<file path="src/rtl/comp_pkg.sv">
// comp_pkg: shared FSM state and result encodings for the bit-serial comparator
package comp_pkg;
  typedef enum logic [1:0] {S_IDLE = 2'd0, S_SHIFT = 2'd1, S_DONE = 2'd2} state_t;
  localparam logic [2:0] CMP_GT   = 3'b100;
  localparam logic [2:0] CMP_EQ   = 3'b010;
  localparam logic [2:0] CMP_LT   = 3'b001;
  localparam logic [2:0] CMP_NONE = 3'b000;
endpackage

</file>
<file path="src/rtl/comp_bit_cell.sv">
// comp_bit_cell: one-bit magnitude compare, gt when x>y and lt when x<y
module comp_bit_cell (
  input  logic x,
  input  logic y,
  output logic gt,
  output logic lt
);
  assign gt = x & ~y;
  assign lt = ~x & y;
endmodule

</file>
<file path="src/rtl/serial_mag_comp.sv">
// serial_mag_comp: MSB-first bit-serial magnitude comparator with registered gt/eq/lt and done pulse.
// Define EARLY_DECIDE_EN to finish on the first differing bit instead of always consuming WIDTH bits.
module serial_mag_comp
  import comp_pkg::*;
#(
  parameter int WIDTH = 8
) (
  input  logic clk,
  input  logic rst,
  input  logic start,
  input  logic valid,
  input  logic x,
  input  logic y,
  output logic busy,
  output logic done,
  output logic gt,
  output logic eq,
  output logic lt
);
  localparam int CW = $clog2(WIDTH);
  state_t state_q, state_d;
  logic [CW-1:0] cnt_q, cnt_d;
  logic decided_q, decided_d, sel_gt_q, sel_gt_d, done_q, done_d;
  logic [2:0] res_q, res_d;
  logic bit_gt, bit_lt, last, first_diff, finish;
  comp_bit_cell u_cell (.x(x), .y(y), .gt(bit_gt), .lt(bit_lt));
  assign last       = cnt_q == CW'(WIDTH - 1);
  assign first_diff = ~decided_q & (bit_gt | bit_lt);
`ifdef EARLY_DECIDE_EN
  assign finish = last | first_diff;
`else
  assign finish = last;
`endif
  always_comb begin
    state_d   = state_q;
    cnt_d     = cnt_q;
    decided_d = decided_q;
    sel_gt_d  = sel_gt_q;
    if (state_q == S_IDLE && start) begin
      state_d   = S_SHIFT;
      cnt_d     = '0;
      decided_d = 1'b0;
      sel_gt_d  = 1'b0;
    end else if (state_q == S_SHIFT && valid) begin
      decided_d = decided_q | first_diff;
      sel_gt_d  = first_diff ? bit_gt : sel_gt_q;
      cnt_d     = last ? cnt_q : cnt_q + 1'b1;
      state_d   = finish ? S_DONE : S_SHIFT;
    end else if (state_q == S_DONE) begin
      state_d = S_IDLE;
    end
    done_d = (state_q == S_SHIFT) && (state_d == S_DONE);
    res_d  = !done_d ? res_q : !decided_d ? CMP_EQ : sel_gt_d ? CMP_GT : CMP_LT;
  end
  always_ff @(posedge clk) begin
    if (rst) begin
      state_q   <= S_IDLE;
      cnt_q     <= '0;
      decided_q <= 1'b0;
      sel_gt_q  <= 1'b0;
      done_q    <= 1'b0;
      res_q     <= CMP_NONE;
    end else begin
      state_q   <= state_d;
      cnt_q     <= cnt_d;
      decided_q <= decided_d;
      sel_gt_q  <= sel_gt_d;
      done_q    <= done_d;
      res_q     <= res_d;
    end
  end
  assign busy = state_q != S_IDLE;
  assign done = done_q;
  assign {gt, eq, lt} = res_q;
endmodule
</file>
<file path="config.mk">
export PLATFORM = sky130hd
export DESIGN_NAME = serial_mag_comp
export DESIGN_NICKNAME = d
export VERILOG_FILES = /design/src/rtl/comp_pkg.sv /design/src/rtl/comp_bit_cell.sv /design/src/rtl/serial_mag_comp.sv
export SDC_FILE = /design/constraint.sdc
export NUM_CORES = 1
export LEC_CHECK = 0
export ABC_CLOCK_PERIOD_IN_PS = 1450
export CAP_MARGIN = 20
export CORE_AREA = 2 2 39 41
export CTS_CLUSTER_DIAMETER = 80
export DETAILED_ROUTE_END_ITERATION = 8
export DIE_AREA = 0 0 41 43
export REMOVE_ABC_BUFFERS = 1
export SYNTH_ARGS = -nofsm -noshare
export SYNTH_HDL_FRONTEND = slang
export SYNTH_SLANG_ARGS = --single-unit
</file>
<file path="constraint.sdc">
create_clock -name clk -period 1.45 [get_ports clk]
set_input_delay 0.29 -clock clk [delete_from_list [all_inputs] [get_ports clk]]
set_output_delay 0.29 -clock clk [all_outputs]
set_load 0.01 [all_outputs]
</file>
==> results of run 1 <==
metal layers:
metal,part of all wire,vias to the layer above,track usage
met5,0,-,0
met4,0.014,0,0.06000
met3,0.046,2,0.04712
met2,0.42,8,0.1750
met1,0.52,165,0.1749
li1,-,208,-
sequential cells by signal, summed over array words and instances (netlist names):
| name | cells |
|---|---|
| done | 1 |
| state_q | 2 |
| res_q | 3 |
| decided_q | 1 |
| sel_gt_q | 1 |
| cnt_q | 3 |
through the flow:
step	utilization	worst slack (ns)	TNS, ns	total power [mW]	std cells
after detailed placement	0.4602	-0.4307	-1.768	0.3887	80
after floorplan	-	0.09559	0	0.3500	48
after global routing	0.5217	0.009152	0	0.6278	84
final	0.5217	0.1086	0	0.5922	84
after global placement	0.4602	-0.3820	-1.670	0.3886	80
after CTS	0.4991	0.005248	0	0.6000	84
layout make-up:
cell class / instances / share of cell area
well taps: 16 / 0.02773
inverters: 2 / 0.01040
multi-input cells: 35 / 0.3934
repair buffers: 16 / 0.2236
clock buffers: 4 / 0.03640
flip-flops and latches: 11 / 0.3085
power by group through the flow:
| stage | Combinational (mW) | Clock, mW | Sequential [mW] |
|---|---|---|---|
| 4_1_cts | 0.0804 | 0.209 | 0.310 |
| 3_3_place_gp | 0.0721 | 0 | 0.316 |
| 5_1_grt | 0.0902 | 0.226 | 0.311 |
| 2_1_floorplan | 0.0317 | 0 | 0.318 |
| 3_5_place_dp | 0.0722 | 0 | 0.316 |
| 6_report | 0.0809 | 0.201 | 0.311 |
path summary, 6_finish.rpt:
| path | startpoint | to |
|---|---|---|
| setup / recovery | cnt_q[0]$_SDFFE_PP0P_ | res_q[0]$_SDFFE_PP0P_ |
| hold / removal | valid | state_q[1]$_SDFF_PP0_ |
| setup reg to reg | cnt_q[0]$_SDFFE_PP0P_ | res_q[0]$_SDFFE_PP0P_ |
| hold reg to reg | res_q[2]$_SDFFE_PP0P_ | res_q[2]$_SDFFE_PP0P_ |
worst max-delay path: cells and delay by family, from the launching register on:
kind	cells	cell delay, ns
fa+ha+maj	2	0.37
flops	1	0.33
compound gates	1	0.24
simple gates	2	0.16
buf+inv	1	0.15
logic make-up after synthesis:
group           Yosys count  synth area share
mux                       2           0.04244
fa+ha+maj                 3           0.07958
compound gates            9            0.1326
xor+xnor                  1           0.01857
flops                    11            0.4668
simple gates             20            0.2440
buf+inv                   2           0.01592
layout by cell type, fill, tap and decap left out, types with 2 or more instances in the layout:
master / Yosys / final
dfxtp_1: 11 / 9
nor2_1: 9 / 7
dlymetal6s2s_1: 0 / 7
buf_4: 0 / 6
a21oi_1: 4 / 4
nand2_1: 3 / 3
clkbuf_4: 0 / 3
nor2_2: 0 / 2
nor2b_2: 0 / 2
o21ai_0: 2 / 2
dfxtp_2: 0 / 2
clkdlybuf4s50_1: 0 / 2
timing repair:
| item | 4_1_cts | 5_1_grt |
|---|---|---|
| gates resized for setup | 7 | 13 |
| pin swaps | 3 | 4 |
| endpoints found under the setup margin | 4 | 9 |
==> flow_metrics.py, run 1 <==
metrics = {
    "cts": {
        "ctsHtreeMaxLevel": 1,
        "cts_buffers": 3,
        "cts_tree": "done",
        "clk_pin_slew_ns": 0.07,
        "cts_sinks": 11,
        "cts-root-buf": "clkbuf_4",
        "ctsHoldBuffers": 0,
        "cts_max_path_buffers": 2,
        "clk_latency_ns": 0.26,
        "post_cts_buffers": 0,
    },
    "floorplan": {
        "num_io_pins": 11,
        "die_area_um2": 1763,
        "start_util": 0.3409,
        "dieWidth_um": 41,
        "die_h_um": 43,
        "std_cell_rows": 14,
        "coreArea_um2": 1384,
    },
    "yosys": {
        "yosysTopAreaCellShare": 0.4668,
        "yosysMostFrequentCell": "dfxtp_1",
        "synth.avg_cell_area_um2": 9.827,
        "synth-seq-cells": 11,
        "synth_enable_flop_cells": 0,
        "yosysTopAreaCell": "dfxtp_1",
        "synth_cells": 48,
        "synth_cell_types": 18,
        "synthFlopType": "dfxtp_1",
        "synth_commonest_cells": "11 x dfxtp_1, 9 x nor2_1, 4 x a21oi_1",
        "ys_warn_count": 0,
        "synthTopCellsByArea": "dfxtp_1 47%, ha_1 8.0%, nor2_1 7.2%",
        "async_flop_share": 0,
        "ys_seq_area_frac": 0.4668,
        "syn_area_um2": 471.7,
    },
    "timing": {
        "worst_clock_skew_ns": 0.004039,
        "max_freq_mhz": 745.5,
        "slew_violations": 0,
        "tightest_slew_ns": 0.3144,
        "min_period_ns": 1.341,
        "hold_viol": 0,
        "whs_ns": 0.4288,
        "setup_viol": 0,
        "timing.slew.headroom": 0.7898,
        "fin_crit_sh": 0.9251,
        "rsz0062_at_grt": "false",
    },
    "grt": {
        "gr-usage-all-layers": 0.1285,
        "grt_start_max_net_pins": 8,
        "antenna_found_initial": 0,
        "grt-ovfl-total": 0,
        "grt_pass1_vias": 376,
        "grt_pass1_wl_mm": 1.518,
    },
    "worst_setup_path": {
        "critical_path.slowest_cell": "dfxtp_2",
        "cp_data_arrival_time_ns": 1.49,
        "critPathCaptureType": "register",
        "critPathMaxStageDelay_ns": 0.33,
        "startpoint_type": "register",
        "cp_max_fo": 3,
        "ff2ff_setup_slack_ns": 0.11,
        "rr_worst_depth": 6,
        "worstPathCellList": "ha_1 -> ha_2 -> nand4b_1 -> buf_4 -> nor3_2 -> a22o_1",
        "crit_type": "reg2reg",
        "crit_required_ns": 1.60,
    },
    "power": {
        "p_leak_nw": 0.3995,
        "power_frac_seq": 0.524,
        "clockPowerShare": 0.339,
        "p_per_area_nw_per_um2": 820.3,
        "internal_power_uw": 455.6,
        "switching_share": 0.2306,
        "power.switching_uw": 136.6,
        "p_comb_frac": 0.137,
        "ir_drop_mv": 0.4803,
    },
    "min_path": {
        "hold_depth": 3,
        "worstHoldPathType": "in2reg",
    },
    "detailed_routing": {
        "drcViolationCount": 0,
        "drt-initial-drc-count": 2,
        "vias": 383,
        "viasPerCell": 4.560,
        "wirelength_um": 872,
        "final_antenna_net_count": 0,
        "first_pass_iters": 2,
        "wire_per_inst_um": 10.38,
    },
    "job": {
        "maxCapViolCount": 0,
    },
    "placement": {
        "port_buffers": 10,
        "routabilityCongestion": 0.7218,
        "postPlaceCellArea_um2": 636.9,
    },
    "cells_and_area": {
        "nFillCells": 140,
        "multi_input_area_um2": 284.0,
        "final_cell_area_um2": 721.9,
        "area_delta_synth_final_pct": 53.05,
        "ff_latch_area_um2": 222.7,
        "n_antenna_cell": 0,
        "nets": 78,
        "drive_gt1_frac": 0.3382,
    },
    "run_status": {
        "status": "completed",
    },
}
Power figures use the tool's default switching activity.
==> run 2: changes to the inputs <==
==> constraint.sdc (replaced) <==
create_clock -name clk -period 1.45 [get_ports clk]
set_input_delay 0.3625 -clock clk [delete_from_list [all_inputs] [get_ports clk]]
set_output_delay 0.3625 -clock clk [all_outputs]
set_load 0.01 [all_outputs]
==> run 2 against run 1 <==
Compared with the run above:
- sequential cell count is the same
- routed wire length shrank 1.5%
- critical path depth is the same
- highest routed layer unchanged
- clock skew is essentially flat
- critical endpoint unchanged
- critical path type unchanged
- via count grew 0.52%
- fmax grew 0.47%
==> flow_metrics.py, run 2 (synthesized netlist as in run 1, its figures left out) <==
metrics = {
    "cells_and_area": {
        "drive_gt1_frac": 0.3235,
        "most-common-layout-cells": "8 x dfxtp_1, 7 x nor2_1, 7 x dlygate4sd2_1",
        "instances_no_fill": 84,
        "final_common_cell": "dfxtp_1",
        "nets": 78,
        "reg_top3": "cnt_q (3), res_q (3), state_q (2)",
        "n_antenna_cell": 0,
        "area_delta_synth_final_pct": 48.01,
    },
    "placement": {
        "routabilityCongestion": 0.7218,
        "placedCellCount": 80,
        "pre_cts_ws_ns": -0.5032,
        "port_buffers": 10,
    },
    "timing": {
        "worst_clock_skew_ns": 0.003968,
        "min_period_ns": 1.335,
        "fin_crit_sh": 0.9208,
        "rsz0062_at_grt": "false",
        "setup_viol": 0,
        "slew_violations": 0,
        "timing.slew.headroom": 0.7909,
        "tightest_slew_ns": 0.3127,
        "max_freq_mhz": 749.0,
        "setup_slack_ns": 0.1149,
        "whs_ns": 0.4518,
        "hold_viol": 0,
    },
    "detailed_routing": {
        "wirelength_um": 859,
        "first_pass_iters": 4,
        "viasPerCell": 4.583,
        "vias": 385,
        "drt-initial-drc-count": 2,
        "drcViolationCount": 0,
        "wire_per_inst_um": 10.23,
        "final_antenna_net_count": 0,
    },
    "cts": {
        "cts_max_path_buffers": 2,
        "cts_tree": "done",
        "cts_sinks": 11,
        "ctsHoldBuffers": 0,
        "cts_buffers": 3,
        "cts-root-buf": "clkbuf_4",
        "clk_pin_slew_ns": 0.07,
        "post_cts_buffers": 0,
        "ctsHtreeMaxLevel": 1,
        "clk_latency_ns": 0.26,
    },
    "grt": {
        "gr-usage-all-layers": 0.1296,
        "grt_pass1_wl_mm": 1.531,
        "grt-ovfl-total": 0,
        "grt_start_max_net_pins": 8,
        "antenna_found_initial": 0,
        "grt_pass1_vias": 372,
    },
    "worst_setup_path": {
        "critPathMaxStageDelay_ns": 0.33,
        "cpMostUsedCell": "ha_1",
        "worstPathCellList": "ha_1 -> ha_1 -> nand4b_1 -> buf_4 -> nor3_2 -> a22o_1",
        "crit_type": "reg2reg",
        "critical_path.slowest_cell": "dfxtp_2",
        "startpoint_type": "register",
        "ff2ff_setup_slack_ns": 0.11,
        "cp_data_arrival_time_ns": 1.49,
        "cp_max_fo": 3,
        "critPathCaptureType": "register",
        "crit_required_ns": 1.60,
    },
    "power": {
        "totalPowerFinal_uw": 591.1,
        "p_per_area_nw_per_um2": 846.7,
        "p_leak_nw": 0.3225,
        "ir_drop_mv": 0.4784,
    },
    "floorplan": {
        "num_io_pins": 11,
        "coreArea_um2": 1384,
        "std_cell_rows": 14,
        "die_h_um": 43,
        "start_util": 0.3409,
        "die_area_um2": 1763,
        "dieWidth_um": 41,
    },
    "min_path": {
        "worstHoldPathType": "reg2reg",
    },
    "run_status": {
        "status": "completed",
    },
    "job": {
        "maxCapViolCount": 0,
    },
}
==> run 2: cell count changes in the layout (fill, tap and decap cells not counted) <==
cell,change
nor2b_1,+1
nor2_4,+1
dlygate4sd2_1,+6
ha_1,+1
nor2_2,-1
nor2b_2,-1
ha_2,-1
dfxtp_1,-1
dlymetal6s2s_1,-7
clkdlybuf4s15_1,+1
dfxtp_2,+1
==> run 2: power by group <==
| group | switching [mW] | internal (mW) | leakage (nW) | total [mW] |
|---|---|---|---|---|
| sequential | 0.00432 | 0.307 | 0.0902 | 0.312 |
| clock | 0.0938 | 0.106 | 0.0150 | 0.200 |
| combinational | 0.0383 | 0.0412 | 0.217 | 0.0795 |
==> run 2: path summary, 6_finish.rpt <==
kind                         startpoint  depth (start not counted)                     to
setup / recovery  cnt_q[0]$_SDFFE_PP0P_                          6  res_q[0]$_SDFFE_PP0P_
hold / removal    res_q[2]$_SDFFE_PP0P_                          2  res_q[2]$_SDFFE_PP0P_
setup reg to reg  cnt_q[0]$_SDFFE_PP0P_                          6  res_q[0]$_SDFFE_PP0P_
hold reg to reg   res_q[2]$_SDFFE_PP0P_                          2  res_q[2]$_SDFFE_PP0P_
==> run 2: routing by layer <==
| layer | up-vias | track usage | wire length [um] |
|---|---|---|---|
| li1 | 209 | - | - |
| met1 | 168 | 0.1782 | 444 |
| met2 | 6 | 0.1750 | 369 |
| met3 | 2 | 0.04712 | 30 |
| met4 | 0 | 0.06000 | 14 |
| met5 | - | 0 | 0 |
==> run 2: repair_timing <==
action,CTS,global route
resized for setup,14,7
pin swaps,4,1
endpoints found under the setup margin,9,5
cloned,0,0
==> run 2: stage by stage <==
stage / setup TNS (ns) / util / area [um^2]
after floorplan: 0 / - / 471.7
final: 0 / 0.5045 / 698.2
after global routing: 0 / 0.5045 / 698.2
after CTS: 0 / 0.4910 / 679.4
after global placement: -2.267 / 0.4602 / 636.9
after detailed placement: -2.368 / 0.4602 / 636.9
==> run 2: area by class of cell <==
class | count | area, um^2
clock buffer | 4 | 26.28
sequential | 11 | 224.0
fill | 148 | 685.7
inverter | 2 | 7.507
multi-input combinational | 35 | 284.0
timing repair buffer | 16 | 136.4
tap | 16 | 20.02
==> run 2: worst max-delay path: cells and delay by family (launching register included) <==
kind / cells / cell delay (ns)
AO/OA/AOI/OAI: 1 / 0.21
adder cells (fa/ha/maj): 2 / 0.38
buffers and inverters: 1 / 0.15
flip-flops: 1 / 0.33
AND/OR/NAND/NOR: 2 / 0.16
